<file path="config.mk">
export PLATFORM = sky130hd
export DESIGN_NAME = add_round_key_col
export DESIGN_NICKNAME = d
export VERILOG_FILES = /design/src/rtl/add_round_key_col.sv
export SDC_FILE = /design/constraint.sdc
export NUM_CORES = 1
export LEC_CHECK = 0
export ABC_AREA = 1
export BUFFER_PORTS_ARGS = -buffer_cell sky130_fd_sc_hd__buf_2
export CAP_MARGIN = 40
export CORE_ASPECT_RATIO = 1.1
export CORE_MARGIN = 3
export CORE_UTILIZATION = 33
export DETAILED_ROUTE_END_ITERATION = 7
export GPL_ROUTABILITY_DRIVEN = 1
export PLACE_DENSITY = 0.65
export SLEW_MARGIN = 15
export SYNTH_ARGS = -nofsm -noshare
export SYNTH_HDL_FRONTEND = slang
export SYNTH_SLANG_ARGS = --single-unit
export TNS_END_PERCENT = 20
</file>
<file path="constraint.sdc">
create_clock -name clk -period 1.7 [get_ports clk]
set_input_delay 0.17 -clock clk [delete_from_list [all_inputs] [get_ports clk]]
set_output_delay 0.17 -clock clk [all_outputs]
set_load 0.1 [all_outputs]
</file>
<file path="src/rtl/add_round_key_col.sv">
// Column-serial AES AddRoundKey: XORs four 32-bit mixed columns with the round key
// and assembles them into a 128-bit state behind a one-entry output register.
// Optional byte parity output enabled by defining ARK_PARITY_EN.
module add_round_key_col #(
   parameter int unsigned NCOL = 4
) (
   input  logic                 clk,
   input  logic                 rst_n,
   input  logic                 clr,
   input  logic [31:0]          col_in,
   input  logic                 col_valid,
   output logic                 col_ready,
   input  logic [32*NCOL-1:0]   key_in,
   output logic [32*NCOL-1:0]   state_out,
   output logic                 state_valid,
`ifdef ARK_PARITY_EN
   output logic [4*NCOL-1:0]    state_par,
`endif
   input  logic                 state_ready
);

   localparam int unsigned SW = 32 * NCOL;

   typedef enum logic [2:0] {
      C0   = 3'd0,
      C1   = 3'd1,
      C2   = 3'd2,
      C3   = 3'd3,
      FULL = 3'd4
   } state_t;

   state_t          r_state;
   state_t          w_next;
   logic [SW-1:0]   r_key;
   logic [SW-1:0]   r_asm;
   logic [SW-1:0]   r_state_out;
   logic            r_state_valid;

   logic            w_accept;
   logic            w_out_free;
   logic            w_load_out;
   logic [31:0]     w_key_word;
   logic [31:0]     w_keyed;
   logic [SW-1:0]   w_load_data;

   assign w_accept   = col_valid && (r_state != FULL);
   assign w_out_free = !r_state_valid || state_ready;
   assign w_keyed    = col_in ^ w_key_word;

   // Column 0 keys against key_in directly since r_key is only captured on that edge.
   always_comb begin
      w_key_word = '0;
      unique case (r_state)
         C0:      w_key_word = key_in[127:96];
         C1:      w_key_word = r_key[95:64];
         C2:      w_key_word = r_key[63:32];
         C3:      w_key_word = r_key[31:0];
         default: w_key_word = '0;
      endcase
   end

   always_ff @(posedge clk or negedge rst_n) begin
      if (!rst_n) begin
         r_state <= C0;
      end else if (clr) begin
         r_state <= C0;
      end else begin
         r_state <= w_next;
      end
   end

   always_comb begin
      w_next = r_state;
      unique case (r_state)
         C0:      if (w_accept) w_next = C1;
         C1:      if (w_accept) w_next = C2;
         C2:      if (w_accept) w_next = C3;
         C3:      if (w_accept) w_next = w_out_free ? C0 : FULL;
         FULL:    if (w_out_free) w_next = C0;
         default: w_next = C0;
      endcase
   end

   always_comb begin
      w_load_out  = 1'b0;
      w_load_data = '0;
      if (r_state == FULL) begin
         w_load_out  = w_out_free;
         w_load_data = r_asm;
      end else if (r_state == C3) begin
         w_load_out  = w_accept && w_out_free;
         w_load_data = {r_asm[127:32], w_keyed};
      end
   end

   assign col_ready = (r_state != FULL);

   always_ff @(posedge clk or negedge rst_n) begin
      if (!rst_n) begin
         r_key <= '0;
         r_asm <= '0;
      end else if (clr) begin
         r_key <= '0;
         r_asm <= '0;
      end else if (w_accept) begin
         unique case (r_state)
            C0: begin
               r_key          <= key_in;
               r_asm[127:96]  <= w_keyed;
            end
            C1:      r_asm[95:64] <= w_keyed;
            C2:      r_asm[63:32] <= w_keyed;
            C3:      r_asm[31:0]  <= w_keyed;
            default: r_asm        <= r_asm;
         endcase
      end
   end

   always_ff @(posedge clk or negedge rst_n) begin
      if (!rst_n) begin
         r_state_out   <= '0;
         r_state_valid <= 1'b0;
      end else if (clr) begin
         r_state_out   <= '0;
         r_state_valid <= 1'b0;
      end else if (w_load_out) begin
         r_state_out   <= w_load_data;
         r_state_valid <= 1'b1;
      end else if (state_ready) begin
         r_state_valid <= 1'b0;
      end
   end

   assign state_out   = r_state_out;
   assign state_valid = r_state_valid;

`ifdef ARK_PARITY_EN
   logic [4*NCOL-1:0] r_par;
   logic [4*NCOL-1:0] w_par;

   always_comb begin
      w_par = '0;
      for (int unsigned j = 0; j < 4 * NCOL; j++) begin
         w_par[4*NCOL-1-j] = ^w_load_data[SW-1-8*j -: 8];
      end
   end

   always_ff @(posedge clk or negedge rst_n) begin
      if (!rst_n) begin
         r_par <= '0;
      end else if (clr) begin
         r_par <= '0;
      end else if (w_load_out) begin
         r_par <= w_par;
      end
   end

   assign state_par = r_par;
`endif

endmodule

</file>
==> impl_metrics.env <==
export IMPL_status="finished with violations"
export IMPL_violations="negative setup slack"
export IMPL_period_needed_ns=1.81
export IMPL_place_gp_congestion=0.844
export IMPL_worst_slack_ns=-0.109
export IMPL_hpwlAfterDp_um=36500
export IMPL_fmax_mhz=553
export IMPL_cts_buffer_depth=3
export IMPL_crit_path_end_kind="register"
export IMPL_area_delta_synth_final_pct=35.7
export IMPL_design_area_sq_um=21400
export IMPL_cp_num_buf_inv=5
export IMPL_place_inst=2703
export IMPL_viasPerCell=5.05
export IMPL_finalMaxSlewViolations=0
export IMPL_yosys_area_share_simple_pct=32.0
export IMPL_path_cells="inv_2 -> nor3_4 -> buf_4 -> buf_8 -> or2_4 -> buf_12 -> clkbuf_16 -> nand3_1 -> nand2_1"
export IMPL_synthCells=1847
export IMPL_cp_top_family="buffers and inverters"
export IMPL_overflow=0
export IMPL_grt_start_max_net_pins=88
export IMPL_wire_per_inst_um=18.9
export IMPL_drc=0
export IMPL_crit_type="reg2reg"
export IMPL_power_total_mw=21.5
export IMPL_clock_root_buffer="clkbuf_16"
export IMPL_final_cells=2890
export IMPL_port_buffers=294
export IMPL_placed_cell_area_sq_um=18300
export IMPL_wl_met2_um=24400
export IMPL_ir_drop_mv=0.721
export IMPL_synthAdderAreaFrac_pct=0
export IMPL_coreArea_sq_um=46900
export IMPL_synth_xor_area_share_pct=0
export IMPL_cp_max_fo=12
export IMPL_cts_tree="done"
export IMPL_initial_core_util_pct=33.6
export IMPL_maxSlewHeadroom_pct=62.3
export IMPL_holdWs_ns=0.0257
export IMPL_rsz0062_at_grt="yes"
export IMPL_synth_compound_area_share_pct=6.56
export IMPL_leakagePower_nw=11.7
export IMPL_rows=83
export IMPL_grt_use_total_pct=20.3
export IMPL_avgSynthCellArea_sq_um=8.54
export IMPL_grt_pass1_vias=13900
export IMPL_startpoint_type="register"
export IMPL_fillers=4532
export IMPL_wirelength_um=54700
export IMPL_fp_dieH_um=235
export IMPL_finalSetupViolCount=129
export IMPL_fp_dieW_um=214
export IMPL_max_cap_viol_count=0
export IMPL_fin_crit_sh_pct=106
export IMPL_nets=2390
export IMPL_htreeDepth=2
export IMPL_muxShareOfSynthArea_pct=0
export IMPL_ys_seq_elements=356
export IMPL_yosysUniqueCellTypes=22
export IMPL_top_layer_used="met5"
export IMPL_grt_pass1_wl_um=82100
export IMPL_required_ns=2.13
export IMPL_clock_sinks=356
export IMPL_critical_path_max_stage_delay_ns=0.48
export IMPL_hold_class="in2reg"
export IMPL_synth_top_family_by_area="simple AND/OR/NAND/NOR gates"
export IMPL_syn_area_sq_um=15800
export IMPL_cp_arrival_ns=2.24
export IMPL_finClkSkew_ns=0.0117
export IMPL_hold_violations=0
export IMPL_cts_made_buffers=37
export IMPL_wl_met1_um=25800
export IMPL_drtIter0Drc=1086
export IMPL_die_area_sq_um=50500
export IMPL_ys_seq_area_share_pct=56.5
export IMPL_syn_num_nets=2012
export IMPL_p_per_area_nw_per_um2=1000
export IMPL_ioPinCount=295
export IMPL_vias=14600
export IMPL_clk_pin_slew_ns=0.07
export IMPL_antenna_left=0
export IMPL_drive_gt1_share_pct=24.4
export IMPL_antenna_found_initial=5
export IMPL_cpMaxStageDelayCell="dfrtp_2"
export IMPL_dr_wl_met3_um=3210
export IMPL_first_pass_iters=5
export IMPL_clk_latency_ns=0.54
export IMPL_max_slew_worst_pin_slew_ns=0.566
export IMPL_ys_warn_count=0
[cells in the final DEF, fill, tap and decap left out, types with 27 or more instances in the layout]
| cell | Yosys | final |
|---|---|---|
| dlygate4sd3_1 | 0 | 98 |
| nand2_2 | 0 | 27 |
| o21ai_1 | 0 | 29 |
| nand4_1 | 64 | 64 |
| nand2_1 | 741 | 712 |
| buf_4 | 8 | 35 |
| nand3_1 | 297 | 274 |
| dfrtp_1 | 356 | 352 |
| and2_4 | 0 | 32 |
| buf_12 | 0 | 29 |
| inv_1 | 37 | 36 |
| a22o_1 | 96 | 96 |
| buf_2 | 56 | 292 |
| nor2_1 | 36 | 29 |
| clkbuf_16 | 0 | 43 |
[Yosys cell counts]
| master | number | share of area (%) |
|---|---|---|
| inv_2 | 5 | 0.12 |
| nor2_1 | 36 | 0.86 |
| nor3_4 | 1 | 0.10 |
| o2111ai_1 | 1 | 0.056 |
| or2_1 | 1 | 0.040 |
| nand4_1 | 64 | 2.5 |
| nand3_1 | 297 | 9.4 |
| dfrtp_1 | 356 | 56 |
| nand2_1 | 741 | 18 |
| buf_4 | 8 | 0.38 |
| a21oi_1 | 2 | 0.063 |
| inv_4 | 1 | 0.040 |
| buf_1 | 11 | 0.26 |
| and2_1 | 32 | 1.3 |
| a22o_1 | 96 | 5.3 |
| clkbuf_1 | 63 | 1.5 |
| nor2_2 | 1 | 0.040 |
| nor3_1 | 2 | 0.063 |
| o21ai_0 | 35 | 1.1 |
| buf_2 | 56 | 1.8 |
| nor2_4 | 1 | 0.071 |
| inv_1 | 37 | 0.88 |
[timing repair]
item,4_1_cts,5_1_grt
resized for setup,57,116
endpoints found under the setup margin,301,327
hold buffers,98,0
pin swaps,1,42
hold endpoints to repair,453,0
cloned,4,7
buffers inserted,7,5
[path summary, 6_finish.rpt]
path / startpoint / to / slack (ns) / depth (start not counted)
max: r_state[0] / state_out[96] / -0.11 / 9
max in group asynchronous: rst_n / r_key[40] / 0.95 / 3
min reg2reg: state_out[3] / state_out[3] / 0.47 / 2
min: col_in[12] / state_out[12] / 0.03 / 6
min in group asynchronous: rst_n / state_out[50] / 0.04 / 2
max reg2reg: r_state[0] / state_out[96] / -0.11 / 9
[tightest hold or removal path: stages]
cell     delay, ns
buf_2         0.08
o21ai_1       0.07
nand3_1       0.07
nand2_1       0.05
nand2_1       0.05
nand2_1       0.04
[stage by stage]
step | TNS [ns] | util [%] | setup WS (ns)
floorplan | -0.620 | - | -0.00859
global placement | -1.48 | 39.0 | -0.103
detailed placement | -4.92 | 39.0 | -0.182
CTS | -3.13 | 44.6 | -0.0743
global route | -17.80 | 45.6 | -0.157
finish | -4.37 | 45.6 | -0.109
[area by class of cell]
cell class                      count  area, sq um  area share, %
Antenna cell                        3         7.51         0.0351
Clock buffer                       52         1110           5.20
Clock inverter                     12          204          0.953
Inverter                           43          183          0.853
Multi-Input combinational cell   1310         6460           30.2
Sequential cell                   356         8910           41.6
Tap cell                          637          797           3.72
Timing Repair Buffer              476         3720           17.4
Timing Repair inverter              1         5.00         0.0234
[flip-flops by register name (all words and copies together), names as in the netlist]
| register | cells |
|---|---|
| state_out | 128 |
| state_valid | 1 |
| r_key | 96 |
| r_asm | 128 |
| r_state | 3 |
[layer usage]
layer	vias to the layer above	track usage (%)
met2	496	30.8
li1	6893	-
met1	7145	30.4
met3	67	3.33
met4	4	5.08
met5	-	0
[power by group]
group | internal (mW) | switching (mW) | leakage (nW) | total, mW
combinational | 1.38 | 1.95 | 6.29 | 3.32
sequential | 9.06 | 0.393 | 4.80 | 9.45
clock | 5.22 | 3.49 | 0.645 | 8.70
total | 15.7 | 5.83 | 11.7 | 21.5
[cell families (layout without fill, tap and decap cells)]
logic type,count (synthesis),in the layout
buffers and inverters,181,584
flip-flops,356,356
other,0,3
AND/OR/NAND/NOR,1176,1176
AO/OA/AOI/OAI,134,134
(Power assumes the default switching activity.)
